### config.mk
export PLATFORM = sky130hd
export DESIGN_NAME = aud_cfg_seq
export DESIGN_NICKNAME = d
export VERILOG_FILES = /design/src/rtl/aud_cfg_seq.sv
export SDC_FILE = /design/constraint.sdc
export NUM_CORES = 1
export LEC_CHECK = 0
export BUFFER_PORTS_ARGS = -buffer_cell sky130_fd_sc_hd__buf_2
export CAP_MARGIN = 10
export CORE_MARGIN = 4
export CORE_UTILIZATION = 55
export DETAILED_ROUTE_END_ITERATION = 6
export PLACE_DENSITY = 0.83
export SYNTH_ARGS = -nofsm -noshare
export SYNTH_HDL_FRONTEND = slang
export SYNTH_SLANG_ARGS = --single-unit
export TNS_END_PERCENT = 30
### constraint.sdc
create_clock -name CLOCK_50 -period 2.8 [get_ports CLOCK_50]
set_input_delay 0.28 -clock CLOCK_50 [delete_from_list [all_inputs] [get_ports CLOCK_50]]
set_output_delay 0.28 -clock CLOCK_50 [all_outputs]
set_load 0.05 [all_outputs]
### src/rtl/aud_cfg_seq.sv
// aud_cfg_seq: sequences the seven-command audio codec init and single
// headphone-volume updates through an external I2C master, with NACK retries.
module aud_cfg_seq #(
  parameter logic [7:0] DEV_ADDR  = 8'h34,
  parameter int         T_DELAY   = 50,
  parameter int         MAX_RETRY = 3
) (
  input  logic       CLOCK_50,
  input  logic       reset,
  input  logic       start,
  input  logic       vol_upd,
  input  logic [6:0] volume,
  input  logic       mute,
  input  logic       isout,
  input  logic [3:0] sr_sel,
  output logic       i2c_start,
  input  logic       i2c_idle,
  input  logic       i2c_nack,
  output logic [7:0] addr1,
  output logic [6:0] addr2,
  output logic [8:0] data,
  output logic       busy,
  output logic       done,
  output logic       err,
  output logic       upd_ack,
  output logic [2:0] cmd_idx
);

  typedef enum logic [2:0] {
    IDLE,
    SETUP,
    ISSUE,
    WAIT_BUSY,
    WAIT_IDLE,
    CHECK,
    GAP
  } state_t;

  localparam logic [7:0] DELAY_LOAD = 8'(T_DELAY);
  localparam logic [2:0] RETRY_LIM  = 3'(MAX_RETRY);

  state_t     state;
  logic [7:0] delay_cnt;
  logic [2:0] retry_cnt;
  logic       full_mode;
  logic       pending;

  // Codec command table: returns {register address, register data} for a command index
  function automatic logic [15:0] cmd_entry(input logic [2:0] idx,
                                            input logic [6:0] vol_code,
                                            input logic       mute_on,
                                            input logic       play,
                                            input logic [3:0] rate);
    logic [6:0] vol7;
    vol7 = mute_on ? 7'h2F : vol_code;
    case (idx)
      3'd0:    cmd_entry = {7'h06, 9'h001};
      3'd1:    cmd_entry = {7'h02, 1'b1, 1'b1, vol7};
      3'd2:    cmd_entry = {7'h04, 3'b000, ~play, play, 4'b0101};
      3'd3:    cmd_entry = {7'h05, 5'b00000, ~play, 3'b000};
      3'd4:    cmd_entry = {7'h07, 8'h01, ~play};
      3'd5:    cmd_entry = {7'h08, 3'b000, rate, 2'b00};
      default: cmd_entry = {7'h09, 9'h001};
    endcase
  endfunction

  // Sequencer FSM; every output is a register so the I2C master sees glitch-free values
  always_ff @(posedge CLOCK_50 or negedge reset) begin
    if (!reset) begin
      state     <= IDLE;
      addr1     <= DEV_ADDR;
      addr2     <= '0;
      data      <= '0;
      cmd_idx   <= '0;
      retry_cnt <= '0;
      delay_cnt <= '0;
      full_mode <= 1'b0;
      pending   <= 1'b0;
      i2c_start <= 1'b0;
      busy      <= 1'b0;
      done      <= 1'b0;
      err       <= 1'b0;
      upd_ack   <= 1'b0;
    end else begin
      i2c_start <= 1'b0;
      upd_ack   <= 1'b0;
      addr1     <= DEV_ADDR;
      // A volume request arriving mid-sequence is remembered and run afterwards
      if (state != IDLE && vol_upd) begin
        pending <= 1'b1;
      end
      case (state)
        IDLE: begin
          if (start) begin
            {addr2, data} <= cmd_entry(3'd0, volume, mute, isout, sr_sel);
            cmd_idx   <= 3'd0;
            full_mode <= 1'b1;
            pending   <= 1'b0;
            retry_cnt <= '0;
            delay_cnt <= DELAY_LOAD;
            done      <= 1'b0;
            err       <= 1'b0;
            busy      <= 1'b1;
            state     <= SETUP;
          end else if (vol_upd || pending) begin
            {addr2, data} <= cmd_entry(3'd1, volume, mute, isout, sr_sel);
            cmd_idx   <= 3'd1;
            full_mode <= 1'b0;
            pending   <= 1'b0;
            retry_cnt <= '0;
            delay_cnt <= DELAY_LOAD;
            err       <= 1'b0;
            busy      <= 1'b1;
            state     <= SETUP;
          end
        end
        SETUP, GAP: begin
          if (delay_cnt == '0) begin
            i2c_start <= 1'b1;
            state     <= ISSUE;
          end else begin
            delay_cnt <= delay_cnt - 8'd1;
          end
        end
        ISSUE: begin
          state <= WAIT_BUSY;
        end
        WAIT_BUSY: begin
          if (!i2c_idle) begin
            state <= WAIT_IDLE;
          end
        end
        WAIT_IDLE: begin
          if (i2c_idle) begin
            state <= CHECK;
          end
        end
        CHECK: begin
          if (!i2c_nack) begin
            if (full_mode && cmd_idx != 3'd6) begin
              {addr2, data} <= cmd_entry(cmd_idx + 3'd1, volume, mute, isout, sr_sel);
              cmd_idx   <= cmd_idx + 3'd1;
              retry_cnt <= '0;
              delay_cnt <= DELAY_LOAD;
              state     <= GAP;
            end else begin
              if (full_mode) begin
                done <= 1'b1;
              end else begin
                upd_ack <= 1'b1;
              end
              busy  <= 1'b0;
              state <= IDLE;
            end
          end else if (retry_cnt < RETRY_LIM) begin
            {addr2, data} <= cmd_entry(cmd_idx, volume, mute, isout, sr_sel);
            retry_cnt <= retry_cnt + 3'd1;
            delay_cnt <= DELAY_LOAD;
            state     <= GAP;
          end else begin
            err     <= 1'b1;
            pending <= 1'b0;
            busy    <= 1'b0;
            state   <= IDLE;
          end
        end
        default: begin
          busy  <= 1'b0;
          state <= IDLE;
        end
      endcase
    end
  end

endmodule

Word-level counts from Yosys, hierarchy flattened
Index checks and enable logic that the tools add are counted.

Add/sub/neg operators: 3. $lt $le $gt $ge: 1. Equal/unequal tests: 33. Multiplexer cells: 70. Bitwise gates (word level): 2. Reduce and logical (&&, ||, !) cells: 21.

Operator list (number): 13-bit one-hot mux with 6 select lines (2); 3-bit two-way mux (16); 8-bit two-way mux (6); 9-bit two-way mux (5); 7-bit two-way mux (6); 1-bit two-way mux (25); 8-bit one-hot mux with 3 select lines (1); 2-bit inequality test (second input constant) (11); 3-bit equality test (second input constant) (7); 4-bit AND reduction (5); 3-bit by 2-bit equality test with 1-bit output (second input constant) (6); 3-bit inequality test (second input constant) (6); 3-bit one-hot mux with 6 select lines (1); 9-bit one-hot mux with 2 select lines (1); 7-bit one-hot mux with 2 select lines (1); 3-bit one-hot mux with 2 select lines (2); 5-bit AND reduction (2); 3-bit by 1-bit equality test with 1-bit output (second input constant) (3); 3-bit logical NOT (3); 8-bit logical NOT (1); 8-bit by 1-bit subtractor with 8-bit output (second input constant) (1); 3-bit by 1-bit adder with 3-bit output (second input constant) (2); 1-bit one-hot mux with 2 select lines (3); 3-bit nonzero test (2); 9 further kinds (12).

Flip-flop bits (word level): 40. Input bits: 19. Output and inout port bits: 32. Logic and storage cells: 143.

Longest topological paths before layout
Depth after elaboration: 6. Depth in mapped cells: 10.

Least setup slack after synthesis
Ideal clock, no wire load.

Path kind: reg-to-reg. Start point: register cmd_idx[0]. End point: register delay_cnt[3]. Arrival: 2.648 ns. Path slack: 0.074 ns. Stages on the path, launching flop included: 9. Period minus slack after synthesis: 2.726 ns. Cells stage by stage: dfrtp_1 clkbuf_1 inv_1 ha_1 a21boi_0 mux2i_1 a2111o_1 or4b_1 a21oi_1.

Word-level cells in the longest chain between the ends: 4.

RTL lines: from (decl) (RTL line 26) `output logic [2:0] cmd_idx`; from (signal assigned) (RTL line 142) `cmd_idx <= cmd_idx + 3'd1;`; 3-bit inequality test (RTL line 140) `if (full_mode && cmd_idx != 3'd6) begin`; 1-bit logical AND (RTL line 140); 3-bit inequality test (no line); 5-bit AND reduction (no line); to (signal assigned) (RTL line 122) `delay_cnt <= delay_cnt - 8'd1;`; to (decl) (RTL line 43) `logic [7:0] delay_cnt;`.

Every way passes these cells. A chain may end at the register's enable or synchronous reset.

Worst setup path after layout
Start point: register cmd_idx[1]. End point: register delay_cnt[3].

Same word-level chain as after synthesis.

==> metrics.yaml <==
status: "completed"
slew_violations: 0
post_cts_resized: 0
core_um2: 4090
largest_net_degree_at_the_start_of_global_routing: 37
worst_setup_hold_path_clk_slew_ns: 0.07
htreeDepth: 2
kind_of_cell_adding_the_most_delay_to_the_critical_path: "compound AO/OA/AOI/OAI gates"
cts.sinks: 36
pwr_density_cell_nw_per_um2: 1010
vias: 2115
worst-endpoint-required_ns: 3.02
synth_most_common_cell: "sky130_fd_sc_hd__dfrtp_1"
static-leakage-power_nw: 1.16
global_route.usage.total_pct: 21.5
insertion_delay_ns: 0.29
netlist_area_um2: 2380
synth-seq-area-share_pct: 37.9
max_clock_freq_mhz: 406
synth_common_cells: "sky130_fd_sc_hd__dfrtp_1 (36), sky130_fd_sc_hd__nand2_1 (24), sky130_fd_sc_hd__a21oi_1 (15), sky130_fd_sc_hd__nor2_1 (15), sky130_fd_sc_hd__o21ai_0 (15)"
finalWirelength_um: 5440
syn_avg_cell_area_um2: 8.91
initial_core_util_pct: 58.2
finalSetupTns_ns: 0
cts_buffer_count: 5
ys_warn_count: 0
path_cells: "ha_1 > a21boi_0 > mux2i_1 > a2111o_1 > or4b_1 > a21oi_1"
num_antenna_cells: 0
r2r_cells: 6
max_slew_headroom_at_the_worst_pin_pct: 47.5
via_count_of_the_first_global_routing_pass: 1933
min_path_type: "primary input to async pin"
synth_top_area_share_pct: 37.9
path_max_fanout: 14
io_pins: 51
nFillCells: 361
crit_path_end_kind: "register"
cp.depth: 6
cp_data_arrival_time_ns: 2.68
chipHeight_um: 73.8
cts_buffer_depth: 2
root_buffer: "sky130_fd_sc_hd__clkbuf_8"
post_cts_setup_driven_buffer_insertion_count: 0
synthArstFlopShare_pct: 100
grt_overflow: 0
synthFlopType: "sky130_fd_sc_hd__dfrtp_1"
areaGrowthSynthToFinish_pct: 9.46
worst-slew-pin-transition_ns: 0.787
crit_start: "cmd_idx[1]"
synth_area_leaders: "sky130_fd_sc_hd__dfrtp_1 (38%), sky130_fd_sc_hd__ha_1 (4.7%), sky130_fd_sc_hd__buf_4 (4.1%)"
worst-r2r-setup-slack_ns: 0.34
grt_setup_unrepaired: "false"
drtIter0Drc: 191
yosys_register_bits: 36
slowest_cell_on_the_critical_path: "sky130_fd_sc_hd__a2111o_1"
reg2reg_to: "delay_cnt[3]"
timing.critical_path.slowest_cell_delay_ns: 0.60
cts_tree: "built"
layout_min_cycle_time_ns: 2.46
placement.io_buffers: 39
chipWidth_um: 73.8
rows: 23
vdd_ir_drop_max_mv: 0.564
dieArea_um2: 5440
timing.final.hold_violations: 0
timing.clock.skew_ns: 0.00459
regToRegStartpoint: "cmd_idx[1]"
count_of_antenna_violating_nets_left_after_detailed_routing: 0
detailed_place_hpwl_um: 3890
post-route-period-util_pct: 87.9
post_drt_via_cell_ratio: 6.10
nNetsFinal: 324
number_of_enable_type_register_cells_in_the_synthesized_netlist: 0
cp.buffers_inverters: 0
drt_drc_violations_left: 0
gp_congestion: 0.938
grt_first_pass_wirelength_um: 9090
drv.max_cap_violation_count: 0
post-synth-top-area-cell: "sky130_fd_sc_hd__dfrtp_1"
yosys.cell_types.count: 58
drtPass1Iterations: 5
synthCells: 267
wire_per_inst_um: 15.7
drive_above_1_share_pct: 20.9
worst-setup-path-type: "register to register"
cts_hold_buffers: 0
placedInstanceArea_um2: 2510
crit_end: "delay_cnt[3]"
startpoint_type: "register"
final_cell_area_um2: 2610
report.final.setup_viol: 0
antenna_found_initial: 0
[report_power, final]
| part | switching (mW) | leakage, nW | internal (mW) |
|---|---|---|---|
| Sequential | 0.156 | 0.446 | 0.681 |
| Clock | 0.193 | 0.0445 | 0.200 |
| Combinational | 0.958 | 0.668 | 0.454 |
[layer usage]
metal  global-route usage (%)  vias up  wire, µm
li1                         -     1003         -
met1                     30.6     1015      2460
met2                     32.2       86      2490
met3                     5.20       11       413
met4                     6.44        0        74
met5                        0        -         0
[flip-flops by register name (all words and copies together), names as in the netlist]
| signal | count |
|---|---|
| busy | 1 |
| err | 1 |
| done | 1 |
| full_mode | 1 |
| delay_cnt | 8 |
| upd_ack | 1 |
| cmd_idx | 3 |
| pending | 1 |
| state | 3 |
| data | 8 |
| addr2 | 4 |
| i2c_start | 1 |
| retry_cnt | 3 |
[stage by stage]
stage	hold slack [ns]	setup WS, ns	util [%]	total power [mW]	cells
2_1_floorplan	-0.0156	0.0744	-	2.01	276
3_3_place_gp	0.416	0.443	61.5	2.20	339
3_5_place_dp	0.415	0.384	61.5	2.25	339
4_1_cts	0.0898	0.359	63.7	2.64	347
5_1_grt	0.135	0.165	63.7	2.84	347
6_report	0.0656	0.338	63.7	2.64	347
[worst reg2reg max path, delay by kind of cell (launching register included)]
family,cells,cell delay (ns)
and+or+nand+nor,1,0.52
muxes,1,0.13
DFF,1,0.48
adders and majority gates,1,0.32
AOI/OAI and AO/OA,3,0.94
[area by class of cell]
type                            count  area (µm²)  share of cell area (%)
Sequential cell                    36         901                    34.6
Tap cell                           50        62.6                    2.40
Clock inverter                      1        7.51                   0.288
Inverter                           10        37.5                    1.44
Multi-Input combinational cell    200        1280                    49.3
Clock buffer                        7        86.3                    3.31
Timing Repair Buffer               43         225                    8.65
[cells in the final DEF (no fill, tap or decap), types with 4 or more instances in the layout]
| master | instances |
|---|---|
| sky130_fd_sc_hd__a221oi_1 | 5 |
| sky130_fd_sc_hd__nor2_1 | 15 |
| sky130_fd_sc_hd__inv_1 | 10 |
| sky130_fd_sc_hd__nor2b_1 | 4 |
| sky130_fd_sc_hd__clkbuf_8 | 6 |
| sky130_fd_sc_hd__ha_1 | 9 |
| sky130_fd_sc_hd__or3_1 | 4 |
| sky130_fd_sc_hd__nand2_1 | 24 |
| sky130_fd_sc_hd__dfrtp_1 | 36 |
| sky130_fd_sc_hd__a21oi_1 | 15 |
| sky130_fd_sc_hd__a31oi_1 | 7 |
| sky130_fd_sc_hd__o21ai_0 | 15 |
| sky130_fd_sc_hd__o211ai_1 | 4 |
| sky130_fd_sc_hd__conb_1 | 11 |
| sky130_fd_sc_hd__buf_4 | 4 |
| sky130_fd_sc_hd__nor3_1 | 13 |
| sky130_fd_sc_hd__o31ai_1 | 4 |
| sky130_fd_sc_hd__nand3_1 | 6 |
| sky130_fd_sc_hd__buf_2 | 39 |
[worst min-delay path by stage]
stage	start	to	slack (ns)
6_report	reset	cmd_idx[2]	0.07
5_1_grt	reset	cmd_idx[2]	0.13
4_1_cts	reset	cmd_idx[2]	0.09
3_5_place_dp	reset	cmd_idx[2]	0.41
3_3_place_gp	reset	cmd_idx[2]	0.42
2_1_floorplan	reset	addr2[0]	-0.02
[cells by family (layout without fill, tap and decap cells)]
kind of cell	count (synthesis)	count (layout)	synth area share [%]
mux	5	5	2.21
fa+ha+maj	9	9	4.73
xor+xnor	2	2	0.736
other cells	2	11	0.316
buf+inv	40	61	9.57
compound gates	84	84	24.8
flops	36	36	37.9
simple gates	89	89	19.8
Note: power is estimated with default switching activity, not from simulation.
